$ cat config.mk
export PLATFORM = sky130hd
export DESIGN_NAME = alu_rr_sched
export DESIGN_NICKNAME = d
export VERILOG_FILES = /design/src/rtl/alu_pkg.sv /design/src/rtl/alu_core.sv /design/src/rtl/alu_rr_sched.sv
export SDC_FILE = /design/constraint.sdc
export NUM_CORES = 1
export LEC_CHECK = 0
export ABC_CLOCK_PERIOD_IN_PS = 5850
export CORE_ASPECT_RATIO = 0.5
export CORE_MARGIN = 3
export CORE_UTILIZATION = 50
export CTS_CLUSTER_SIZE = 20
export DETAILED_ROUTE_END_ITERATION = 10
export PLACE_DENSITY = 0.87
export SYNTH_ARGS = -nofsm -noshare
export SYNTH_HDL_FRONTEND = slang
export SYNTH_SLANG_ARGS = --single-unit
$ cat constraint.sdc
create_clock -name clk -period 5.85 [get_ports clk]
set_input_delay 0.8775 -clock clk [delete_from_list [all_inputs] [get_ports clk]]
set_output_delay 0.8775 -clock clk [all_outputs]
set_load 0.01 [all_outputs]
$ cat src/rtl/alu_pkg.sv
// Opcode constants and FSM state encoding shared by the ALU scheduler and its ALU core.
package alu_pkg;

    localparam logic [1:0] OP_ADD = 2'b00;
    localparam logic [1:0] OP_OR  = 2'b01;
    localparam logic [1:0] OP_SUB = 2'b10;
    localparam logic [1:0] OP_XOR = 2'b11;

    typedef enum logic [1:0] {
        S_IDLE = 2'b00,
        S_EXEC = 2'b01,
        S_RESP = 2'b10
    } state_t;

endpackage

$ cat src/rtl/alu_core.sv
// Purpose: combinational W-bit ALU (add, or, sub, xor); carry and borrow are dropped.
// Latency: zero cycles, purely combinational.
// Backpressure: none; the output follows the inputs.
module alu_core
    import alu_pkg::*;
#(
    parameter int W = 8
) (
    input  logic [W-1:0] a,
    input  logic [W-1:0] b,
    input  logic [1:0]   op,
    output logic [W-1:0] y
);

    always_comb begin
        y = '0;
        case (op)
            OP_ADD:  y = a + b;
            OP_OR:   y = a | b;
            OP_SUB:  y = a - b;
            OP_XOR:  y = a ^ b;
            default: y = '0;
        endcase
    end

endmodule

$ cat src/rtl/alu_rr_sched.sv
// Purpose: round-robin arbiter over N requesters feeding one shared ALU; ALU_RR_SCHED_STATS_EN adds grant_cnt.
// Latency: response valid two cycles after the accept cycle; at best one operation per three cycles.
// Backpressure: the response is held until rsp_ready; no request is accepted until it has drained.
module alu_rr_sched
    import alu_pkg::*;
#(
    parameter  int W   = 8,
    parameter  int N   = 4,
    localparam int IDW = (N > 1) ? $clog2(N) : 1
) (
    input  logic             clk,
    input  logic             rst_n,
    input  logic [N-1:0]     req_valid,
    output logic [N-1:0]     req_ready,
    input  logic [N*W-1:0]   req_a,
    input  logic [N*W-1:0]   req_b,
    input  logic [2*N-1:0]   req_op,
    output logic             rsp_valid,
    output logic [IDW-1:0]   rsp_id,
    output logic [W-1:0]     rsp_out,
    input  logic             rsp_ready
`ifdef ALU_RR_SCHED_STATS_EN
    ,
    output logic [15:0]      grant_cnt
`endif
);

    state_t         state_q, state_d;
    logic [IDW-1:0] ptr_q;
    logic [IDW-1:0] gnt_q;
    logic [IDW-1:0] pick_idx;
    logic           pick_vld;
    logic           accept;
    logic [W-1:0]   a_q, b_q;
    logic [1:0]     op_q;
    logic [W-1:0]   alu_y;

    // Descending scan so the last hit is the nearest index at or after ptr.
    always_comb begin
        pick_vld = 1'b0;
        pick_idx = '0;
        for (int k = N - 1; k >= 0; k--) begin
            if (req_valid[(int'(ptr_q) + k) % N]) begin
                pick_vld = 1'b1;
                pick_idx = IDW'((int'(ptr_q) + k) % N);
            end
        end
    end

    always_ff @(posedge clk or negedge rst_n) begin
        if (!rst_n) state_q <= S_IDLE;
        else        state_q <= state_d;
    end

    // req_ready is gated by rst_n so it drops immediately when reset asserts.
    always_comb begin
        state_d   = state_q;
        req_ready = '0;
        accept    = 1'b0;
        case (state_q)
            S_IDLE: begin
                if (pick_vld && rst_n) begin
                    req_ready[pick_idx] = 1'b1;
                    accept              = 1'b1;
                    state_d             = S_EXEC;
                end
            end
            S_EXEC:  state_d = S_RESP;
            S_RESP:  if (rsp_ready) state_d = S_IDLE;
            default: state_d = S_IDLE;
        endcase
    end

    always_ff @(posedge clk or negedge rst_n) begin
        if (!rst_n) begin
            ptr_q     <= '0;
            gnt_q     <= '0;
            a_q       <= '0;
            b_q       <= '0;
            op_q      <= '0;
            rsp_valid <= 1'b0;
            rsp_id    <= '0;
            rsp_out   <= '0;
        end else begin
            if (accept) begin
                a_q   <= req_a[int'(pick_idx)*W +: W];
                b_q   <= req_b[int'(pick_idx)*W +: W];
                op_q  <= req_op[int'(pick_idx)*2 +: 2];
                gnt_q <= pick_idx;
            end
            if (state_q == S_EXEC) begin
                rsp_out   <= alu_y;
                rsp_id    <= gnt_q;
                rsp_valid <= 1'b1;
            end
            if (state_q == S_RESP && rsp_ready) begin
                rsp_valid <= 1'b0;
                ptr_q     <= (gnt_q == IDW'(N - 1)) ? '0 : gnt_q + 1'b1;
            end
        end
    end

    alu_core #(.W(W)) u_alu (
        .a  (a_q),
        .b  (b_q),
        .op (op_q),
        .y  (alu_y)
    );

`ifdef ALU_RR_SCHED_STATS_EN
    logic [15:0] grant_cnt_q;

    always_ff @(posedge clk or negedge rst_n) begin
        if (!rst_n)                              grant_cnt_q <= '0;
        else if (accept && grant_cnt_q != 16'hFFFF) grant_cnt_q <= grant_cnt_q + 16'd1;
    end

    assign grant_cnt = grant_cnt_q;
`endif

endmodule

==> impl_metrics.json <==
{
  "wl_met2_mm": 3.514,
  "critPathArrivalTime_ns": 3.60,
  "viasPerCell": 5.529,
  "cts_tree": "done",
  "netlist_area_sq_mm": 0.002835,
  "cts_buffer_depth": 2,
  "drt-met1-wl_mm": 3.305,
  "slew_violations": 0,
  "min_period_ns": 4.478,
  "clock.fmax_mhz": 223.3,
  "ys_warn_count": 0,
  "clock-sinks": 35,
  "cap_violations": 0,
  "htreeDepth": 2,
  "ios": 94,
  "p_per_area_mw_per_mm2": 544.6,
  "netlist-cell-type-count": 48,
  "die-area_sq_mm": 0.006665,
  "vias": 2466,
  "top_layer": "met4",
  "grt_max_degree": 37,
  "dieWidth_um": 112.5,
  "initial_core_util": 0.5450,
  "grt.overflow.total": 0,
  "drc": 0,
  "tightest_slew_ns": 0.6864,
  "clk_pin_slew_ns": 0.05,
  "cts-root-buf": "clkbuf_16",
  "drt_wl_total_mm": 7.341,
  "synth_seq_cells": 35,
  "place.gp.congestion": 0.8189,
  "ys_top_cells_by_area": "dfrtp_1 31%, mux2i_1 15%, a2bb2oi_2 9.0%",
  "syn2layout_area_growth_pct": 38.04,
  "synth_top_area_share": 0.3089,
  "hpwl_mm": 5.843,
  "clock_latency_ns": 0.28,
  "drtPass1Iterations": 4,
  "finalCritPeriodShare": 0.7654,
  "cp-end-kind": "output port",
  "wl_met3_um": 422,
  "path_class": "input pin to output port",
  "grt_setup_unrepaired": "no",
  "final_nets": 472,
  "portBuffers": 93,
  "die_y_um": 59.25,
  "fp-row-count": 18,
  "finalWorstSetupSlack_ns": 1.372,
  "tns_ns": 0,
  "first_iter_violations": 81,
  "cts_buffers": 5,
  "cts_hold_buf": 0,
  "drive_gt1_frac": 0.1223,
  "power_mw": 2.131,
  "syn_nets": 384,
  "avgRoutedWirePerCell_um": 16.46,
  "leakage_nw": 1.705,
  "irDropWorstVdd_mv": 0.2980,
  "critPathLaunchType": "input pin",
  "worstPathRequired_ns": 4.97,
  "outcome": "finished, final reports clean",
  "grt_pass1_vias": 2565,
  "yosysTopAreaCell": "dfrtp_1",
  "pre_cts_ws_ns": 1.357,
  "synthesis.instances": 287,
  "syn_area_per_cell_sq_um": 9.879,
  "skew_ns": 0.006195,
  "antenna_found_initial": 0,
  "hold_viol_final": 0,
  "ant_nets": 0,
  "core_area_sq_mm": 0.005202,
  "track_usage": 0.2328,
  "path_max_fanout": 21,
  "slew_headroom": 0.5424,
  "cts_setup_buffers": 0,
  "hold_class": "flip-flop to flip-flop",
  "grt_pass1_wl_mm": 12.22,
  "cts-resized-gates": 0,
  "diodes": 0,
  "synth_seq_area_share": 0.3089,
  "setup_viol": 0
}
## final timing paths
kind | slack (ns) | cells after the start | start | endpoint
max in group asynchronous | 4.89 | 2 | rst_n | b_q[2]
worst min-delay path | 0.49 | 2 | rsp_id[0] | rsp_id[0]
worst max register to register | 2.70 | 8 | op_q[1] | rsp_out[5]
worst min register to register | 0.49 | 2 | rsp_id[0] | rsp_id[0]
worst max-delay path | 1.37 | 8 | req_valid[2] | req_ready[2]
min in group asynchronous | 0.63 | 2 | rst_n | state_q[1]
## cell type report
type / count / area [sq um]
flip-flops and latches: 35 / 875.8
clock buffers: 7 / 152.6
multi-input cells: 210 / 1740
inverters: 27 / 101.3
fillers: 351 / 1289
well taps: 70 / 87.58
clock inverters: 1 / 7.507
repair buffers: 96 / 948.4
## flip-flops by register name, summed over array words and instances (netlist names)
| name | cells |
|---|---|
| rsp_out | 8 |
| op_q | 2 |
| rsp_id | 2 |
| state_q | 2 |
| gnt_q | 2 |
| ptr_q | 2 |
| b_q | 8 |
| rsp_valid | 1 |
| a_q | 8 |
## critical path, cell delays in order
cell,delay [ns]
clkdlybuf4s50_1,0.48
or4_1,0.57
nand3_2,0.50
inv_2,0.15
o221ai_2,0.09
buf_4,0.34
nor2_1,0.07
clkdlybuf4s50_1,0.51
## logic make-up after synthesis
kind of cell,count (synthesis),synth area share
AO/OA/AOI/OAI,84,0.2529
AND/OR/NAND/NOR,55,0.09179
multiplexers,43,0.1522
buffers and inverters,42,0.08119
flip-flops,35,0.3089
adder cells (fa/ha/maj),18,0.08208
XOR/XNOR,10,0.03089
## synthesized netlist by cell type, drive strengths merged
master and number:
fa 1, xnor2 7, buf 12, or4 3
a41oi 2, o211ai 4, mux2i 42, nand3 2
nand4 1, xor2 3, nor2b 4, a21bo 1
nor3b 1, nor3 3, a2bb2oi 18, o311ai 1
dfrtp 35, o2bb2ai 1, or2 1, ha 17
clkbuf 3, a21o 1, o31a 1, o31ai 1
o21a 3, o21ai 32, a211oi 1, inv 27
a31oi 1, o22ai 1, a31o 1, nor2 13
nand2 25, nand2b 2, o221ai 1, a21oi 13
a221oi 1, mux2 1
## per-stage QoR
step                cell area (sq um)  std cells    util  hold WS [ns]
finish                           3914        446  0.7523        0.4854
detailed placement               3754        438  0.7215        0.4794
floorplan                        2835        287       -        0.4647
global placement                 3754        438  0.7215        0.4610
CTS                              3914        446  0.7523        0.4926
global route                     3914        446  0.7523        0.5113
## routing by layer
layer	global-route usage	up-vias
met5	0	-
met2	0.4132	80
met1	0.2945	1163
li1	-	1209
met4	0.05822	0
met3	0.05301	14
## cell usage in the layout (no fill, tap or decap), types with 9 or more instances in the layout
master and n:
o21ai_1 9, nor2_1 13, a21oi_1 13, clkdlybuf4s50_1 92, o21ai_0 14, a2bb2oi_2 17
mux2i_1 42, inv_1 26, nand2_1 24, ha_1 17, o21ai_2 9, dfrtp_1 35
## power breakdown
group / leakage (nW) / internal [mW] / switching (mW)
combinational: 1.20 / 0.645 / 0.693
sequential: 0.429 / 0.358 / 0.152
clock: 0.0761 / 0.181 / 0.102
total: 1.70 / 1.18 / 0.948
Power figures use the tool's default switching activity.
